[src/rtl/exp_pkg.sv]
// Shared types, defaults and constant helpers for the Taylor-series exponential engine.
package exp_pkg;

    typedef enum logic [1:0] {
        IDLE  = 2'd0,
        CALC  = 2'd1,
        WRITE = 2'd2,
        DONE  = 2'd3
    } state_e;

    localparam int unsigned DW_DEF    = 16;
    localparam int unsigned UW_DEF    = 2;
    localparam int unsigned TERMS_DEF = 8;
    localparam int unsigned KW        = 5;   // holds k up to 16
    localparam logic [31:0] ONE       = 32'd1 << DW_DEF;

    function automatic int unsigned recip(input int unsigned k, input int unsigned dw);
        return (k == 0) ? 0 : ((32'd1 << dw) / k);
    endfunction

endpackage

[src/rtl/exp_recip_rom.sv]
// Combinational k -> floor(2^DW/k) table for the Taylor term divisor; k < 2 returns 0.
module exp_recip_rom
    import exp_pkg::*;
#(
    parameter int unsigned DW    = DW_DEF,
    parameter int unsigned TERMS = TERMS_DEF
) (
    input  logic [KW-1:0] k_i,
    output logic [DW-1:0] r_o
);

    always_comb begin
        r_o = '0;
        for (int unsigned i = 2; i < TERMS; i++) begin
            if (k_i == KW'(i)) r_o = DW'(recip(i, DW));
        end
    end

endmodule

[src/rtl/exp_engine_wrapper.sv]
// Fixed-point e^x / e^-x engine: one Taylor term per clock, tagged result written
// to a flow-controlled FIFO port.
//
//   state | meaning
//   IDLE  | waiting for w_start; operands latched on accept
//   CALC  | accumulate term k, k = 1 .. TERMS-1
//   WRITE | wr_req held with stable wr_data until !wr_full
//   DONE  | one-cycle w_done pulse
module exp_engine_wrapper
    import exp_pkg::*;
#(
    parameter int unsigned DW    = DW_DEF,
    parameter int unsigned UW    = UW_DEF,
    parameter int unsigned TERMS = TERMS_DEF
) (
    input  logic              clk,
    input  logic              rst,
    input  logic              w_start,
    input  logic              mode,
    input  logic [UW-1:0]     Ui,
    input  logic [DW-1:0]     x,
    input  logic              wr_full,
    output logic              busy,
    output logic              w_done,
    output logic              wr_req,
    output logic [UW+DW+1:0]  wr_data
);

    localparam int unsigned AW = DW + 2;
    localparam int unsigned PW = 2 * DW + 2;
    localparam logic [AW-1:0] ONE_L  = AW'(1) << DW;
    localparam logic [KW-1:0] K_LAST = KW'(TERMS - 1);

    state_e              state_q, state_d;
    logic [AW-1:0]       acc_q, acc_d;
    logic [AW-1:0]       term_q, term_d;
    logic [KW-1:0]       k_q, k_d;
    logic [DW-1:0]       x_q, x_d;
    logic [UW-1:0]       tag_q, tag_d;
    logic                mode_q, mode_d;
    logic [UW+DW+1:0]    data_q, data_d;

    logic [DW-1:0]       r_k;
    logic [AW-1:0]       scaled, t_mul, t, acc_next;
    logic [AW:0]         sum;

    exp_recip_rom #(.DW(DW), .TERMS(TERMS)) u_rom (
        .k_i (k_q),
        .r_o (r_k)
    );

    // Each product is truncated back to 2.DW before the next multiply.
    assign scaled = AW'((PW'(term_q) * PW'(x_q)) >> DW);
    assign t_mul  = AW'((PW'(scaled) * PW'(r_k)) >> DW);
    assign t      = (k_q == KW'(1)) ? AW'(x_q) : t_mul;

    always_comb begin
        if (mode_q && k_q[0]) begin
            sum      = {1'b0, acc_q} - {1'b0, t};
            acc_next = sum[AW] ? '0 : sum[AW-1:0];
        end else begin
            sum      = {1'b0, acc_q} + {1'b0, t};
            acc_next = sum[AW] ? '1 : sum[AW-1:0];
        end
    end

    always_comb begin
        state_d = state_q;
        acc_d   = acc_q;
        term_d  = term_q;
        k_d     = k_q;
        x_d     = x_q;
        tag_d   = tag_q;
        mode_d  = mode_q;
        data_d  = data_q;
        busy    = 1'b1;
        w_done  = 1'b0;
        wr_req  = 1'b0;
        case (state_q)
            IDLE: begin
                busy = 1'b0;
                if (w_start) begin
                    x_d     = x;
                    tag_d   = Ui;
                    mode_d  = mode;
                    acc_d   = ONE_L;
                    term_d  = ONE_L;
                    k_d     = KW'(1);
                    state_d = CALC;
                end
            end
            CALC: begin
                term_d = t;
                acc_d  = acc_next;
                k_d    = k_q + KW'(1);
                if (k_q == K_LAST) begin
                    data_d  = {tag_q, acc_next};
                    state_d = WRITE;
                end
            end
            WRITE: begin
                wr_req = 1'b1;
                if (!wr_full) state_d = DONE;
            end
            DONE: begin
                w_done  = 1'b1;
                state_d = IDLE;
            end
            default: state_d = IDLE;
        endcase
    end

    always_ff @(posedge clk or negedge rst) begin
        if (!rst) begin
            state_q <= IDLE;
            acc_q   <= '0;
            term_q  <= '0;
            k_q     <= '0;
            x_q     <= '0;
            tag_q   <= '0;
            mode_q  <= 1'b0;
            data_q  <= '0;
        end else begin
            state_q <= state_d;
            acc_q   <= acc_d;
            term_q  <= term_d;
            k_q     <= k_d;
            x_q     <= x_d;
            tag_q   <= tag_d;
            mode_q  <= mode_d;
            data_q  <= data_d;
        end
    end

    assign wr_data = data_q;

endmodule

[config.mk]
export PLATFORM = sky130hd
export DESIGN_NAME = exp_engine_wrapper
export DESIGN_NICKNAME = d
export VERILOG_FILES = /design/src/rtl/exp_pkg.sv /design/src/rtl/exp_recip_rom.sv /design/src/rtl/exp_engine_wrapper.sv
export SDC_FILE = /design/constraint.sdc
export NUM_CORES = 1
export LEC_CHECK = 0
export ABC_AREA = 1
export BUFFER_PORTS_ARGS = -buffer_cell sky130_fd_sc_hd__clkbuf_2
export CAP_MARGIN = 15
export CORE_UTILIZATION = 50
export DETAILED_ROUTE_END_ITERATION = 16
export MAX_ROUTING_LAYER = met4
export PLACE_DENSITY = 0.67
export SLEW_MARGIN = 10
export SYNTH_ARGS = -nofsm -noshare
export SYNTH_HDL_FRONTEND = slang
export SYNTH_SLANG_ARGS = --single-unit
[constraint.sdc]
create_clock -name clk -period 24.3 [get_ports clk]
set_input_delay 1.215 -clock clk [delete_from_list [all_inputs] [get_ports clk]]
set_output_delay 1.215 -clock clk [all_outputs]
set_load 0.02 [all_outputs]
==> results.txt <==
run status: complete, no violations
RSZ-0062 raised after global routing: no
starting DRC count in detailed routing: 1497
final net count: 3823
post_cts resized: 0
WP data arrival: 15.38 ns
DR vias: 19900
clock skew: 0.00989 ns
worst skew pair latency: 0.36 ns
Mapped Area: 24200 sq um
share of layout cells above drive strength 1: 5.47%
setup TNS: 0 ns
buffers added on ports: 45
area leader, netlist: fa_1
CTS Root Cell: clkbuf_16
CP peak stage delay: 0.99 ns
Initial DRT Pass Iterations: 6
Hold Path Cell Cnt: 2
max-slew violation count: 0
min-delay worst type: reg -> reg
Mapped Nets: 3855
Initial Utilization: 50.8%
Fill cells: 4588
Rows: 80
Yosys reg bits: 82
synthesized instance count: 3136
Post-synth top cells: 819 x inv_1, 699 x nand2_1, 438 x fa_1
EDFF count, synth: 0
total track usage: 30.9%
CTS clk-pin slew, worst paths: 0.07 ns
final critical-path share of the clock period: 62.2%
cts bufs inserted: 9
Die Span X: 222 microns
die area: 49400 sq um
crit-path max FO: 20
TritonCTS clock tree: done
max cap viols: 0
fin cells: 3724
Core ar.: 47700 sq um
DRC: 0
Max Root-Sink Buffers: 2
initial antenna violation count: 0
Ports: 46
top area cells in the synthesized netlist: fa_1 36%, ha_1 13%, inv_1 13%
ys flop type: dfrtp_1
mean number of vias per cell: 5.35
post-route ant nets: 0
WP data required: 24.56 ns
setup bufs post-CTS: 0
startpoint types: register
H-tree levels: 3
area occupied by registers: 2050 sq um
slew margin rel.: 21.9%
DPL Wire Length: 59.8 mm
routed len/inst: 19.0 microns
slack of the worst reg-to-reg path: 9.18 ns
Inst Count DP: 3707
CP max-delay cell: dfrtp_1
Synth async-reset ratio: 100%
Ys Warns: 0
Die Ht: 222 microns
largest net degree at the start of global routing: 83
GRT overflow: 0
P&R area growth vs syn: 4.28%
Post-Syn Area per Cell: 7.73 sq um
RD Place Congestion: 1.01
CP dominant cell by count: fa_1
clk sink count: 82
Crit. End Element: register
multi-input logic area: 18600 sq um
Max Fclk: 66.1 MHz
Worst Tran Pin Value: 1.16 ns
fin crit period: 15.12 ns
Routed WL: 70.8 mm
final hold vios: 0
# diodes: 0
first-pass GRT wire length: 115 mm
Yosys cell types: 56
reg2reg path depth: 54
Final Setup Violations: 0
most frequent cell after synthesis: inv_1
post-synthesis sequential area ratio: 8.46%
Hold-fix buffers, CTS: 0
WS Path Type: reg -> reg
Yosys top cell area share: 36.2%
number of global-route vias before repair: 20900
cell usage in the layout (no fill, tap or decap), drive strengths merged:
| cell | instances |
|---|---|
| nor3b | 3 |
| a21o | 6 |
| a31oi | 6 |
| xnor2 | 16 |
| nand3b | 2 |
| o211ai | 8 |
| nor3 | 19 |
| o2111ai | 1 |
| nand3 | 72 |
| clkinv | 3 |
| clkinvlp | 2 |
| inv | 843 |
| o21bai | 4 |
| a211oi | 4 |
| a21oi | 119 |
| o22ai | 3 |
| o311ai | 1 |
| or2 | 12 |
| nor4 | 6 |
| a21boi | 6 |
| a22o | 4 |
| ha | 258 |
| nand4 | 14 |
| a221oi | 3 |
| and3 | 5 |
| buf | 23 |
| xor2 | 28 |
| o21ai | 105 |
| nand2 | 715 |
| o21a | 10 |
| nor2 | 230 |
| fa | 438 |
| dfrtp | 82 |
| clkbuf | 53 |
| o31ai | 3 |
| o221ai | 2 |
registers in the layout, indices dropped and copies added, names as in the netlist:
signal and flops:
x_q 16, acc_q 18, k_q 5, state_q 2, tag_q 2, wr_data 20
term_q 18, mode_q 1
kinds of logic after synthesis:
family,after synthesis,synth area share [%]
buffers and inverters,951,14.9
AO/OA/AOI/OAI,285,7.02
AND/OR/NAND/NOR,1078,18.3
flip-flops,82,8.46
XOR/XNOR,44,1.91
adder cells (fa/ha/maj),696,49.5
area by class of cell:
cell class	count	area share, %
flip-flops and latches	82	8.12
well taps	615	3.04
clock buffers	9	0.891
clock inverters	7	0.272
inverters	841	12.5
repair buffers	67	1.63
multi-input cells	2103	73.5
final timing paths:
path                          start     endpoint
min in group asynchronous       rst    acc_q[12]
hold / removal             tag_q[1]  wr_data[19]
max in group asynchronous       rst       x_q[9]
setup / recovery             x_q[1]   wr_data[3]
hold reg to reg            tag_q[1]  wr_data[19]
setup reg to reg             x_q[1]   wr_data[3]
stage by stage:
stage | area, sq um | utilization [%] | hold WS, ns | worst slack, ns
2_1_floorplan | 24200 | - | 0.449 | 11.72
3_3_place_gp | 25000 | 52.3 | 0.453 | 9.48
3_5_place_dp | 25000 | 52.3 | 0.464 | 9.37
4_1_cts | 25300 | 52.9 | 0.488 | 9.30
5_1_grt | 25300 | 52.9 | 0.517 | 8.29
6_report | 25300 | 52.9 | 0.489 | 9.18
layer usage:
layer	GRT usage (%)	vias to the layer above	wire (microns)
met5	-	-	0
li1	-	9158	-
met4	7.48	0	1790
met3	3.53	102	5430
met2	47.2	832	31900
met1	44.0	9819	31700
critical path, delay by kind of cell (launching register included):
kind            cells  cell delay, ns
compound gates     12            2.25
flops               1            0.99
xor+xnor            2            1.15
simple gates       13            2.33
buf+inv            12            1.02
fa+ha+maj          15            7.22
Power is left out: the tool's default activity adds up to more than one toggle a clock period on the data nets, which glitch-free logic cannot reach.
